<file path="src/rtl/fifo_pkg.sv">
// Shared types for the small first-word-fall-through FIFO.
package fifo_pkg;

  // Per-cycle classification of accepted requests; drives the occupancy update.
  typedef enum logic [1:0] {
    OP_NONE = 2'b00,
    OP_PUSH = 2'b01,
    OP_POP  = 2'b10,
    OP_BOTH = 2'b11
  } fifo_op_e;

endpackage

</file>
<file path="src/rtl/fifo.sv">
// Single-clock FIFO with first-word-fall-through read port and
// full / almost_full / empty flags decoded from a registered occupancy count.
module fifo
  import fifo_pkg::*;
#(
  parameter int NUM_SLOTS     = 4,
  parameter int LOG_NUM_SLOTS = 2,
  parameter int DATA_WIDTH    = 32
) (
  input  logic                  clk,
  input  logic                  rst,
  input  logic [DATA_WIDTH-1:0] data_write,
  input  logic                  write,
  output logic                  full,
  output logic                  almost_full,
  output logic [DATA_WIDTH-1:0] data_read,
  input  logic                  next_read,
  output logic                  empty
);

  logic [LOG_NUM_SLOTS-1:0] wr_ptr;
  logic [LOG_NUM_SLOTS-1:0] rd_ptr;
  logic [LOG_NUM_SLOTS:0]   count;
  logic [DATA_WIDTH-1:0]    mem [NUM_SLOTS];

  logic     push;
  logic     pop;
  fifo_op_e op;

  // Flags depend only on registered state, never on this cycle's requests.
  assign empty       = (count == '0);
  assign full        = (count == (LOG_NUM_SLOTS+1)'(NUM_SLOTS));
  assign almost_full = (count >= (LOG_NUM_SLOTS+1)'(NUM_SLOTS - 1));

  assign push = write && !full;
  assign pop  = next_read && !empty;

  // NOTE: every signal written in always_comb gets a default first so no latch is inferred.
  always_comb begin
    op = OP_NONE;
    if (push && pop)  op = OP_BOTH;
    else if (push)    op = OP_PUSH;
    else if (pop)     op = OP_POP;
  end

  // NOTE: sequential state uses non-blocking assignments so all registers update together at the edge.
  always_ff @(posedge clk or posedge rst) begin
    if (rst) begin
      wr_ptr <= '0;
      rd_ptr <= '0;
      count  <= '0;
    end else begin
      if (push) wr_ptr <= wr_ptr + LOG_NUM_SLOTS'(1);
      if (pop)  rd_ptr <= rd_ptr + LOG_NUM_SLOTS'(1);
      unique case (op)
        OP_PUSH: count <= count + (LOG_NUM_SLOTS+1)'(1);
        OP_POP:  count <= count - (LOG_NUM_SLOTS+1)'(1);
        default: count <= count;
      endcase
    end
  end

  // NOTE: storage is deliberately not reset; the empty flag masks stale entries and this keeps it RAM-mappable.
  always_ff @(posedge clk) begin
    if (push) mem[wr_ptr] <= data_write;
  end

  assign data_read = mem[rd_ptr];

endmodule

</file>
<file path="config.mk">
export PLATFORM = sky130hd
export DESIGN_NAME = fifo
export DESIGN_NICKNAME = d
export VERILOG_FILES = /design/src/rtl/fifo_pkg.sv /design/src/rtl/fifo.sv
export SDC_FILE = /design/constraint.sdc
export NUM_CORES = 1
export LEC_CHECK = 0
export CAP_MARGIN = 20
export CORE_MARGIN = 2
export CORE_UTILIZATION = 43
export DETAILED_ROUTE_END_ITERATION = 12
export PLACE_DENSITY = 0.76
export REMOVE_ABC_BUFFERS = 1
export SLEW_MARGIN = 0
export SYNTH_ARGS = -nofsm -noshare
export SYNTH_HDL_FRONTEND = slang
export SYNTH_SLANG_ARGS = --single-unit
export TNS_END_PERCENT = 20
</file>
<file path="constraint.sdc">
create_clock -name clk -period 2.13 [get_ports clk]
set_clock_uncertainty 0.1 [all_clocks]
set_input_delay 0.213 -clock clk [delete_from_list [all_inputs] [get_ports clk]]
set_output_delay 0.213 -clock clk [all_outputs]
set_load 0.03 [all_outputs]
</file>
Word-level counts from Yosys, hierarchy flattened
Memories as Yosys holds them, arrays and structs flattened.
Index checks and enable logic that the tools add are counted.
{"block": "word_totals", "reg_bits": 7, "mem_bits_rw": 128, "wordCells": 25, "memories": 1}
{"block": "classes", "add_sub_neg": 4, "order_cmp": 1, "n_eq_ne": 3, "n_mux": 6, "reduce_logical": 7}
{"name": "mem", "depth": 4, "width": 32, "read_ports": 1, "rd_ports_with_merged_regs": 0, "write_ports": 1, "line_no": "fifo.sv:24", "text": "logic [DATA_WIDTH-1:0] mem [NUM_SLOTS];"}
{"operator": "two-way mux 2 bit", "n": 3}
{"operator": "one-hot mux 3 bit (2 select lines)", "n": 1}
{"operator": "adder 2 x 1 -> 2 bit (second input constant)", "n": 2}
{"operator": "adder 3 x 1 -> 3 bit (second input constant)", "n": 1}
{"operator": "equality test 3 bit (second input constant)", "n": 1}
{"operator": ">= comparator 3 x 2 -> 1 bit (second input constant)", "n": 1}
{"operator": "logical AND 1 bit", "n": 3}
{"operator": "zero test 3 bit", "n": 1}
{"operator": "subtractor 3 x 1 -> 3 bit (second input constant)", "n": 1}
{"operator": "equality test 2 x 1 -> 1 bit (second input constant)", "n": 1}
{"operator": "equality test 2 bit (second input constant)", "n": 1}
{"operator": "zero test 1 bit", "n": 2}
{"operator": "two-way mux 1 bit", "n": 2}
{"operator": "nonzero test 2 bit", "n": 1}

Logic depth before layout (Yosys ltp)
Gate-level depths: netlist of run 1.
{"block": "depth", "word_depth": 8, "mapped_depth": 9}

Worst setup path before layout of run 1
OpenSTA, ideal clock, no wires.
{"block": "synth_path", "path_kind": "register to register", "start": "register count[0]", "end": "register count[2]", "setup_ns": 0.079, "t_arrival_ns": 2.152, "setup_slack_ns": -0.201, "path_stages_with_launch": 10, "path_buffers": 0, "path_cell_list": "dfrtp_1 nor3b_2 nor2b_2 inv_1 ha_1 inv_1 fa_1 xor2_1 nor2_1 xor2_1"}
{"element": "start: declaration", "line_no": "fifo.sv:23", "text": "logic [LOG_NUM_SLOTS:0] count;"}
{"element": "start signal: assignment", "line_no": "fifo.sv:56", "text": "OP_PUSH: count <= count + (LOG_NUM_SLOTS+1)'(1);"}
{"element": "start signal: assignment", "line_no": "fifo.sv:57", "text": "OP_POP: count <= count - (LOG_NUM_SLOTS+1)'(1);"}
{"element": "start signal: assignment", "line_no": "fifo.sv:58", "text": "default: count <= count;"}
{"element": "equality test 3 bit (*)", "line_no": "fifo.sv:32", "text": "assign full = (count == (LOG_NUM_SLOTS+1)'(NUM_SLOTS));"}
{"element": "via full", "line_no": "fifo.sv:14", "text": "output logic full,"}
{"element": "zero test 1 bit (*)", "line_no": "fifo.sv:35", "text": "assign push = write && !full;"}
{"element": "logical AND 1 bit (*)", "line_no": "fifo.sv:35"}
{"element": "two-way mux 2 bit / logical AND 1 bit (equally long branches)", "line_no": "fifo.sv:42, fifo.sv:41"}
{"element": "two-way mux 2 bit (*)", "line_no": "fifo.sv:41", "text": "if (push && pop) op = OP_BOTH;"}
{"element": "equality test 2 bit / equality test 2 x 1 -> 1 bit (equally long branches)", "line_no": "fifo.sv:55", "text": "unique case (op)"}
{"element": "one-hot mux 3 bit (2 select lines) / nonzero test 2 bit (equally long branches)"}
Mark *: on every way through the listed nets, which the timed path passes. The rest lies on a longest branch.
A chain may end at the register's enable or synchronous reset.

Worst setup path after layout of run 1
{"block": "layout_path", "start": "register rd_ptr[0]", "end": "output data_read[16]"}
{"block": "layout_between", "elab_chain_cells": 1}
{"element": "start: declaration", "line_no": "fifo.sv:22", "text": "logic [LOG_NUM_SLOTS-1:0] rd_ptr;"}
{"element": "start signal: assignment", "line_no": "fifo.sv:54", "text": "if (pop) rd_ptr <= rd_ptr + LOG_NUM_SLOTS'(1);"}
{"element": "memory (4 x 32 bit)"}
{"element": "end: declaration", "line_no": "fifo.sv:16", "text": "output logic [DATA_WIDTH-1:0] data_read,"}
No other way between the ends.

==> results.py, run 1 <==
metrics = {
    "worst_setup_path": {
        "worstSetupStartpointType": "flip-flop",
        "critPathArrivalTime_ps": 1840,
        "path_delay_family": "multiplexers",
        "slowest_delay_ps": 540,
        "crit_type": "reg2out",
        "crit_slowest_cell": "mux4_2",
        "required_ps": 1820,
        "critPathCaptureType": "output pin",
        "cp_num_buf_inv": 3,
        "critPathMaxFanout": 11,
        "path_cells": "buf_12 > buf_12 > mux4_2 > buf_6",
        "cp_common_cell": "buf_12",
    },
    "detailed_routing": {
        "avgViaCountPerCell": 5.056,
        "drtIter0Drc": 149,
        "wl_met3_um": 497,
        "highest_layer": "met4",
        "drc": 4,
        "vias": 2346,
        "wl_um": 8832,
        "dr_wl_met2_um": 4641,
        "drtPass1Iterations": 8,
        "final_antenna_net_count": 0,
        "avgRoutedWirePerCell_um": 19.03,
        "m1WireLength_um": 3598,
    },
    "yosys": {
        "syn_inst": 207,
        "synth_edf_count": 128,
        "syn_area_um2": 5106,
        "synth-async-reset-ratio_pct": 5.185,
        "synthFlopType": "edfxtp_1",
        "ys_seq_elements": 135,
        "ys_types": 23,
        "synth_common_cells": "edfxtp_1 (128), mux4_2 (28), dfrtp_1 (7), inv_1 (7), ha_1 (5)",
        "synth_top_area_share_pct": 75.28,
        "yosysWarnings": 0,
        "avgSynthCellArea_um2": 24.67,
        "synth_top_area_cell": "edfxtp_1",
        "synth.most_common_cell": "edfxtp_1",
        "synth_area_leaders": "edfxtp_1 (75%), mux4_2 (12%), dfrtp_1 (3.4%)",
        "ys_seq_area_share_pct": 78.71,
    },
    "timing": {
        "timing.fmax_mhz": 465.3,
        "setup_ws_ps": -19.19,
        "max_slew_margin_pct": 77.57,
        "hold_viol": 0,
        "min_period_ps": 2149,
        "period_share_pct": 100.9,
        "finalMaxSlewViolations": 0,
        "finalSetupViolCount": 2,
        "worst_pin_slew_ps": 336.4,
        "rsz0062_at_grt": "yes",
    },
    "floorplanning": {
        "ios": 71,
        "rows": 39,
        "initial_core_util_pct": 44.34,
        "die_area_um2": 12760,
        "core_um2": 11520,
        "fp.dieW_um": 113.0,
        "die_y_um": 113.0,
    },
    "place": {
        "io_buffers": 70,
        "globalplace.congestion": 0.6941,
        "dp_hpwl_um": 5456,
        "place_ws_ps": 2.048,
        "postPlaceCellArea_um2": 6068,
    },
    "global_route": {
        "grt_pass1_vias": 2595,
        "grt_max_degree": 25,
        "grt-ovfl-total": 0,
        "antenna_found_initial": 0,
        "grt_first_pass_wirelength_um": 13860,
        "grt_usage_pct": 15.14,
    },
    "final_layout": {
        "syn2layout_area_growth_pct": 32.74,
        "postLayoutCoreUtil_pct": 58.85,
        "fin_nets": 350,
        "drive_gt1_share_pct": 36.76,
        "fin_area_um2": 6778,
        "antenna_cells": 0,
    },
    "clock_network": {
        "clock_latency_ps": 410,
        "cts.sinks": 135,
        "h-tree-depth": 4,
        "cts_tree": "built",
        "numCtsBuffers": 17,
        "cts_root_buf": "clkbuf_16",
        "clk_path_buf_depth": 2,
        "clk_pin_slew_ps": 60,
    },
    "power": {
        "power_density_nw_per_um2": 1582,
        "fin_total_pwr_mw": 10.72,
        "ir_worst_vdd_mv": 1.033,
        "p_leak_nw": 2.385,
    },
    "flow_run": {
        "cap_viol_max_count": 0,
    },
    "hold_path": {
        "hold_class": "in2reg",
    },
    "status": {
        "violations": "DRC, setup timing",
        "status": "finished, violations left",
    },
}
==> report_power, final <==
part	leakage [nW]	total [mW]	internal, mW	switching (mW)
combinational	0.812	3.80	1.72	2.08
clock	0.321	3.23	2.19	1.05
sequential	1.25	3.69	3.53	0.162
==> cells by family after synthesis <==
| family | Yosys count | synth area share [%] |
|---|---|---|
| fa+ha+maj | 6 | 1.617 |
| buf+inv | 15 | 2.279 |
| simple gates | 9 | 1.151 |
| flops | 135 | 78.71 |
| xor+xnor | 6 | 1.029 |
| mux | 34 | 14.90 |
| compound gates | 2 | 0.3186 |
==> cell type report <==
| cell class | instances | area, um2 |
|---|---|---|
| clock buffers | 19 | 432.9 |
| clock inverters | 13 | 225.2 |
| fillers | 821 | 4738 |
| inverters | 7 | 26.28 |
| multi-input cells | 57 | 975.9 |
| flip-flops and latches | 135 | 4021 |
| well taps | 143 | 178.9 |
| repair buffers | 90 | 917.1 |
==> path summary, 6_finish.rpt <==
path                           startpoint            end  slack [ps]  cells after the start
hold / removal             data_write[24]     mem[0][24]         320                      1
hold reg to reg                  count[2]       count[2]         440                      1
min in group asynchronous             rst       count[2]         500                      3
max in group asynchronous             rst      rd_ptr[1]        1190                      3
setup / recovery                rd_ptr[0]  data_read[16]         -20                      4
setup reg to reg                 count[1]       count[2]         120                      9
==> state kept, by name, summed over array words and instances (netlist names) <==
name and cells:
rd_ptr 2, wr_ptr 2, count 3, mem 128
==> per-stage QoR <==
stage | cells | setup TNS (ps) | hold slack, ps
floorplan | 199 | -20890 | -83.60
global placement | 430 | 0 | 374.6
detailed placement | 430 | 0 | 381.5
CTS | 463 | -605.3 | 303.8
global route | 464 | -1577 | 326.1
finish | 464 | -28.32 | 322.2
==> metal layers <==
layer  global-route usage (%)  up-vias
met5                        0        -
met4                    6.098        0
met3                    6.267        9
met2                    25.50       56
met1                    17.30     1210
li1                         -     1071
==> placed cells by master, fill, tap and decap left out <==
master,instances
dlygate4sd3_1,1
edfxtp_1,128
clkinvlp_4,1
nor3_1,1
o31a_1,1
dfrtp_2,2
clkinv_2,4
clkbuf_1,2
xor2_1,3
buf_2,5
a21o_1,1
clkinv_4,1
nand2_1,1
mux4_1,4
clkdlybuf4s50_1,36
inv_6,1
inv_1,7
dlygate4sd2_1,2
xnor2_1,3
bufinv_16,6
and2_2,4
ha_1,5
buf_6,10
nor2b_2,1
mux4_2,28
mux2_4,1
nor2_1,1
clkbuf_16,17
buf_12,7
clkdlybuf4s15_2,9
nor3b_2,1
mux2i_1,1
fa_1,1
buf_4,20
dfrtp_1,5
==> repair_timing <==
item / in CTS / in global routing
setup endpoints to repair: 29 / 25
pin swaps: 0 / 0
endpoints found under the hold margin: 7 / 0
buffers inserted: 0 / 1
gates resized for setup: 64 / 3
hold buffers: 1 / 0
cloned: 0 / 0
Note: power is estimated with default switching activity, not from simulation.
==> inputs of run 2 (changes only) <==
--- a/config.mk
+++ b/config.mk
@@ -9,8 +9,10 @@
 export CORE_MARGIN = 2
 export CORE_UTILIZATION = 43
 export DETAILED_ROUTE_END_ITERATION = 12
+export HOLD_SLACK_MARGIN = 0.03
 export PLACE_DENSITY = 0.76
 export REMOVE_ABC_BUFFERS = 1
+export SKIP_LAST_GASP = 1
 export SLEW_MARGIN = 0
 export SYNTH_ARGS = -nofsm -noshare
 export SYNTH_HDL_FRONTEND = slang
==> run 2 against run 1 <==
  * The run still ends with DRC, setup timing left
  * Non-clock buffer count up 1
  * Sequential share of layout area up 0.52 points
  * Via count up 0.64%
  * Final cell count up 0.22%
  * Fmax down 0.74%
==> results.py, run 2 (synthesis results as in run 1) <==
metrics = {
    "final_layout": {
        "regArea_um2": 4021,
        "fin_nets": 351,
        "reg_top3": "mem: 128 flops, count: 3 flops",
        "fin_area_um2": 6719,
        "syn2layout_area_growth_pct": 31.59,
        "multi_input_area_um2": 975.9,
        "antenna_cells": 0,
        "fillers": 830,
        "stdcell_count": 465,
        "largest_reg_flops": 128,
        "final_common_cell": "edfxtp_1",
        "drive_gt1_share_pct": 35.40,
        "final_cell_mix": "edfxtp_1 (128), clkdlybuf4s50_1 (38), buf_4 (30), mux4_2 (28), clkbuf_16 (17)",
        "top_register": "mem",
    },
    "timing": {
        "setup_ws_ps": -35.18,
        "timing.fmax_mhz": 461.9,
        "hold_viol": 0,
        "period_share_pct": 101.7,
        "finalMaxSlewViolations": 0,
        "rsz0062_at_grt": "yes",
        "max_slew_margin_pct": 77.82,
        "worst_pin_slew_ps": 332.7,
        "finalSetupViolCount": 11,
        "min_period_ps": 2165,
    },
    "clock_network": {
        "cts_root_buf": "clkbuf_16",
        "cts_tree": "built",
        "clk_pin_slew_ps": 60,
        "h-tree-depth": 4,
        "clk_path_buf_depth": 2,
        "cts.sinks": 135,
        "numCtsBuffers": 17,
        "clock_latency_ps": 410,
    },
    "power": {
        "ir_worst_vdd_mv": 1.032,
        "power_density_nw_per_um2": 1578,
        "p_leak_nw": 2.369,
        "fin_total_pwr_mw": 10.60,
    },
    "place": {
        "placedCellCount": 430,
        "globalplace.congestion": 0.6941,
        "dp_hpwl_um": 5456,
        "place_ws_ps": 2.048,
        "io_buffers": 70,
        "postPlaceCellArea_um2": 6068,
    },
    "floorplanning": {
        "ios": 71,
        "fp.dieW_um": 113.0,
        "initial_core_util_pct": 44.34,
        "die_area_um2": 12760,
        "rows": 39,
        "core_um2": 11520,
        "die_y_um": 113.0,
    },
    "worst_setup_path": {
        "crit_type": "reg2out",
        "crit_slowest_cell": "mux4_2",
        "cp_num_buf_inv": 2,
        "path_cells": "buf_12 > mux4_2 > clkdlybuf4s15_1",
        "slowest_delay_ps": 510,
        "critPathCaptureType": "output pin",
        "worstSetupStartpointType": "flip-flop",
        "critPathArrivalTime_ps": 1850,
        "required_ps": 1820,
        "critPathMaxFanout": 12,
        "path_delay_family": "buffers and inverters",
    },
    "global_route": {
        "antenna_found_initial": 0,
        "grt-ovfl-total": 0,
        "grt_first_pass_wirelength_um": 13810,
        "grt_usage_pct": 15.09,
        "grt_pass1_vias": 2580,
        "grt_max_degree": 25,
    },
    "hold_path": {
        "hold_class": "in2reg",
    },
    "detailed_routing": {
        "avgViaCountPerCell": 5.077,
        "vias": 2361,
        "final_antenna_net_count": 0,
        "wl_um": 8839,
        "avgRoutedWirePerCell_um": 19.01,
        "drc": 4,
        "drtPass1Iterations": 8,
        "drtIter0Drc": 140,
    },
    "status": {
        "status": "finished, violations left",
        "violations": "DRC, setup timing",
    },
    "flow_run": {
        "cap_viol_max_count": 0,
    },
}
-- run 2: changes by cell type in the layout (fill, tap and decap cells not counted), sizes merged --
cell | previous run | this run
buf | 42 | 43
clkbuf | 19 | 23
clkdlybuf4s15 | 9 | 2
clkdlybuf4s50 | 36 | 38
dlygate4sd2 | 2 | 3
-- run 2: final cells by class --
cell class	count	area share (%)
Tap cell	143	2.663
Sequential cell	135	59.85
Timing Repair Buffer	91	12.77
Clock buffer	19	6.443
Multi-Input combinational cell	57	14.53
Clock inverter	13	3.352
Inverter	7	0.3911
-- run 2: final timing paths --
check | startpoint | endpoint | slack, ps | cells past startpoint
hold / removal | data_write[24] | mem[1][24] | 320 | 1
setup reg to reg | count[1] | count[2] | 120 | 9
hold reg to reg | count[2] | count[2] | 440 | 1
setup / recovery | rd_ptr[0] | data_read[12] | -40 | 3
max in group asynchronous | rst | rd_ptr[1] | 1190 | 3
min in group asynchronous | rst | count[2] | 500 | 3
-- run 2: routing by layer --
layer	up-vias	track usage, %	share of wire, %
met1	1216	17.18	41
met2	61	25.50	52
met4	0	6.098	1.1
met5	-	0	0
met3	10	6.213	5.8
li1	1074	-	-
-- run 2: through the flow --
stage / util, % / hold slack (ps) / TNS (ps)
detailed placement: 52.69 / 381.5 / 0
CTS: 58.40 / 303.8 / -1360
global placement: 52.69 / 374.6 / 0
finish: 58.34 / 323.5 / -226.5
floorplan: - / -83.60 / -20890
global route: 58.34 / 326.1 / -1937
-- run 2: what timing repair did --
action,in CTS,in global routing
gates resized for setup,38,10
endpoints found under the setup margin,29,28
hold buffers,1,0
endpoints found under the hold margin,7,0
buffers inserted,0,2
-- run 2: worst register-to-register path, cell delays in order, from the launching register on --
cell     delay (ps)
dfrtp_1         430
nor3b_2         240
nor2b_2          80
inv_1            60
ha_1            170
inv_1            60
fa_1            370
xor2_1          150
nor2_1          140
xor2_1          150
-- run 2: report_power, final --
| part | total, mW | internal (mW) | switching, mW | leakage (nW) |
|---|---|---|---|---|
| logic | 3.68 | 1.62 | 2.06 | 0.796 |
| registers | 3.69 | 3.53 | 0.162 | 1.25 |
| clock network | 3.23 | 2.19 | 1.04 | 0.321 |
| total | 10.6 | 7.33 | 3.27 | 2.37 |
==> inputs of run 3 (changes only) <==
--- a/config.mk
+++ b/config.mk
@@ -8,10 +8,12 @@
 export CAP_MARGIN = 20
 export CORE_MARGIN = 2
 export CORE_UTILIZATION = 43
+export CTS_BUF_LIST = sky130_fd_sc_hd__clkbuf_4 sky130_fd_sc_hd__clkbuf_8
 export DETAILED_ROUTE_END_ITERATION = 12
 export HOLD_SLACK_MARGIN = 0.03
 export PLACE_DENSITY = 0.76
 export REMOVE_ABC_BUFFERS = 1
+export SETUP_SLACK_MARGIN = 0.5
 export SKIP_LAST_GASP = 1
 export SLEW_MARGIN = 0
 export SYNTH_ARGS = -nofsm -noshare
==> run 3 against run 2 <==
  * The flow finishes with violations (DRC)
  * Final cell count increased by 2.2%
  * Count of clock-buffer cells in the layout unchanged
  * Fmax up 1.8%
  * Clock power fell by 23%
  * Highest routed layer unchanged
  * Register-to-register slack barely moved
  * Non-clock buffer count up 10
  * Routed wire length is 2.3% higher
  * Hold slack worse by 18 ps
  * Critical path depth up 1
==> results.py, run 3 (synthesis results as in run 1) <==
metrics = {
    "status": {
        "status": "finished, violations left",
        "violations": "DRC",
    },
    "worst_setup_path": {
        "critPathCaptureType": "output pin",
        "critPathArrivalTime_ps": 1810,
        "reg2reg_slack_ps": 120,
        "worstSetupStartpointType": "flip-flop",
        "required_ps": 1820,
        "critPathMaxFanout": 9,
        "crit_type": "reg2out",
    },
    "timing": {
        "finalSetupViolCount": 0,
        "hold_ws_ps": 305.2,
        "worst_pin_slew_ps": 292.1,
        "timing.fmax_mhz": 470.1,
        "finalMaxSlewViolations": 0,
        "max_slew_margin_pct": 80.50,
        "setup_ws_ps": 2.570,
        "min_period_ps": 2127,
        "rsz0062_at_grt": "yes",
        "hold_viol": 0,
        "period_share_pct": 99.88,
    },
    "power": {
        "ir_worst_vdd_mv": 0.8453,
        "intPower_mw": 7.009,
        "p_sw_mw": 3.275,
        "seqPwrFrac_pct": 35.9,
        "combPwrFrac_pct": 40.0,
        "p_leak_nw": 2.365,
        "switching_share_pct": 31.85,
        "p_clk_share_pct": 24.1,
        "power_density_nw_per_um2": 1535,
        "fin_total_pwr_mw": 10.28,
    },
    "detailed_routing": {
        "drtPass1Iterations": 8,
        "drtIter0Drc": 128,
        "vias": 2410,
        "wl_um": 9045,
        "drc": 4,
        "final_antenna_net_count": 0,
        "avgViaCountPerCell": 5.074,
        "avgRoutedWirePerCell_um": 19.04,
    },
    "final_layout": {
        "reg_top3": "mem: 128 flops, count: 3 flops",
        "fin_nets": 361,
        "largest_reg_flops": 128,
        "drive_gt1_share_pct": 42.47,
        "final_cell_mix": "edfxtp_1 (128), buf_4 (41), clkdlybuf4s50_1 (35), mux4_2 (30), clkbuf_8 (17)",
        "stdcell_count": 475,
        "antenna_cells": 0,
        "fin_area_um2": 6699,
        "final_common_cell": "edfxtp_1",
        "top_register": "mem",
        "syn2layout_area_growth_pct": 31.19,
    },
    "hold_path": {
        "hold_class": "in2reg",
    },
    "clock_network": {
        "cts_root_buf": "clkbuf_8",
        "cts_tree": "built",
        "numCtsBuffers": 17,
        "clock_latency_ps": 430,
        "cts.sinks": 135,
        "clk_pin_slew_ps": 80,
        "clk_path_buf_depth": 2,
        "h-tree-depth": 4,
    },
    "floorplanning": {
        "die_area_um2": 12760,
        "rows": 39,
        "die_y_um": 113.0,
        "ios": 71,
        "fp.dieW_um": 113.0,
        "core_um2": 11520,
        "initial_core_util_pct": 44.34,
    },
    "place": {
        "io_buffers": 70,
        "dp_hpwl_um": 5456,
        "place_ws_ps": 2.048,
        "globalplace.congestion": 0.6941,
        "postPlaceCellArea_um2": 6068,
        "placedCellCount": 430,
    },
    "global_route": {
        "grt_max_degree": 25,
        "grt_usage_pct": 15.25,
        "grt-ovfl-total": 0,
        "antenna_found_initial": 0,
        "grt_pass1_vias": 2585,
        "grt_first_pass_wirelength_um": 13970,
    },
    "flow_run": {
        "cap_viol_max_count": 0,
    },
}
## run 3: cell types whose count changed in the layout (fill, tap and decap cells not counted), sizes merged
cell           previous run  this run
clkdlybuf4s50            38        35
buf                      43        64
dlygate4sd2               3         0
clkdlybuf4s15             2         0
clkbuf                   23        20
## run 3: worst max-delay path: stages (launching register included)
cell     delay [ps]
dfrtp_2         390
buf_12          140
buf_12          140
mux4_2          540
buf_6           160
## run 3: per-stage QoR
step	util, %	setup TNS, ps
after global routing	58.17	-1683
after CTS	57.28	-627.7
final	58.17	0
after global placement	52.69	0
after floorplan	-	-20890
after detailed placement	52.69	0
## run 3: cell type report
class	count	area (um2)
fillers	856	4817
multi-input cells	57	984.7
well taps	143	178.9
repair buffers	101	1011
flip-flops and latches	135	4024
clock buffers	19	249.0
clock inverters	13	225.2
inverters	7	26.28
## run 3: per-layer routing
layer / up-vias / share of wire [%] / track usage (%) / routed length, um
met5: - / 0 / 0 / 0
met4: 0 / 2.0 / 7.073 / 180
met3: 15 / 5.1 / 5.892 / 458
met2: 55 / 53 / 25.54 / 4828
met1: 1256 / 40 / 17.43 / 3577
li1: 1084 / - / - / -
## run 3: power groups by stage
stage	Combinational, mW	Sequential, mW	Clock [mW]
after floorplan	2.10	3.91	0
after detailed placement	3.84	3.74	0
after global routing	4.36	3.74	2.65
after global placement	3.81	3.71	0
after CTS	3.95	3.69	2.54
final	4.11	3.69	2.48
## run 3: worst paths after layout
kind | depth (start not counted) | to | from
min in group asynchronous | 3 | rd_ptr[0] | rst
hold / removal | 1 | mem[0][1] | data_write[1]
setup / recovery | 4 | data_read[16] | rd_ptr[0]
max in group asynchronous | 3 | count[1] | rst
setup reg to reg | 9 | count[2] | count[1]
hold reg to reg | 1 | count[2] | count[2]
## run 3: what timing repair did
item,in CTS,in global routing
setup buffers,6,5
pin swaps,0,3
endpoints found under the hold margin,7,0
endpoints found under the setup margin,165,166
hold buffers,1,0
resized for setup,109,27
cloned,0,1
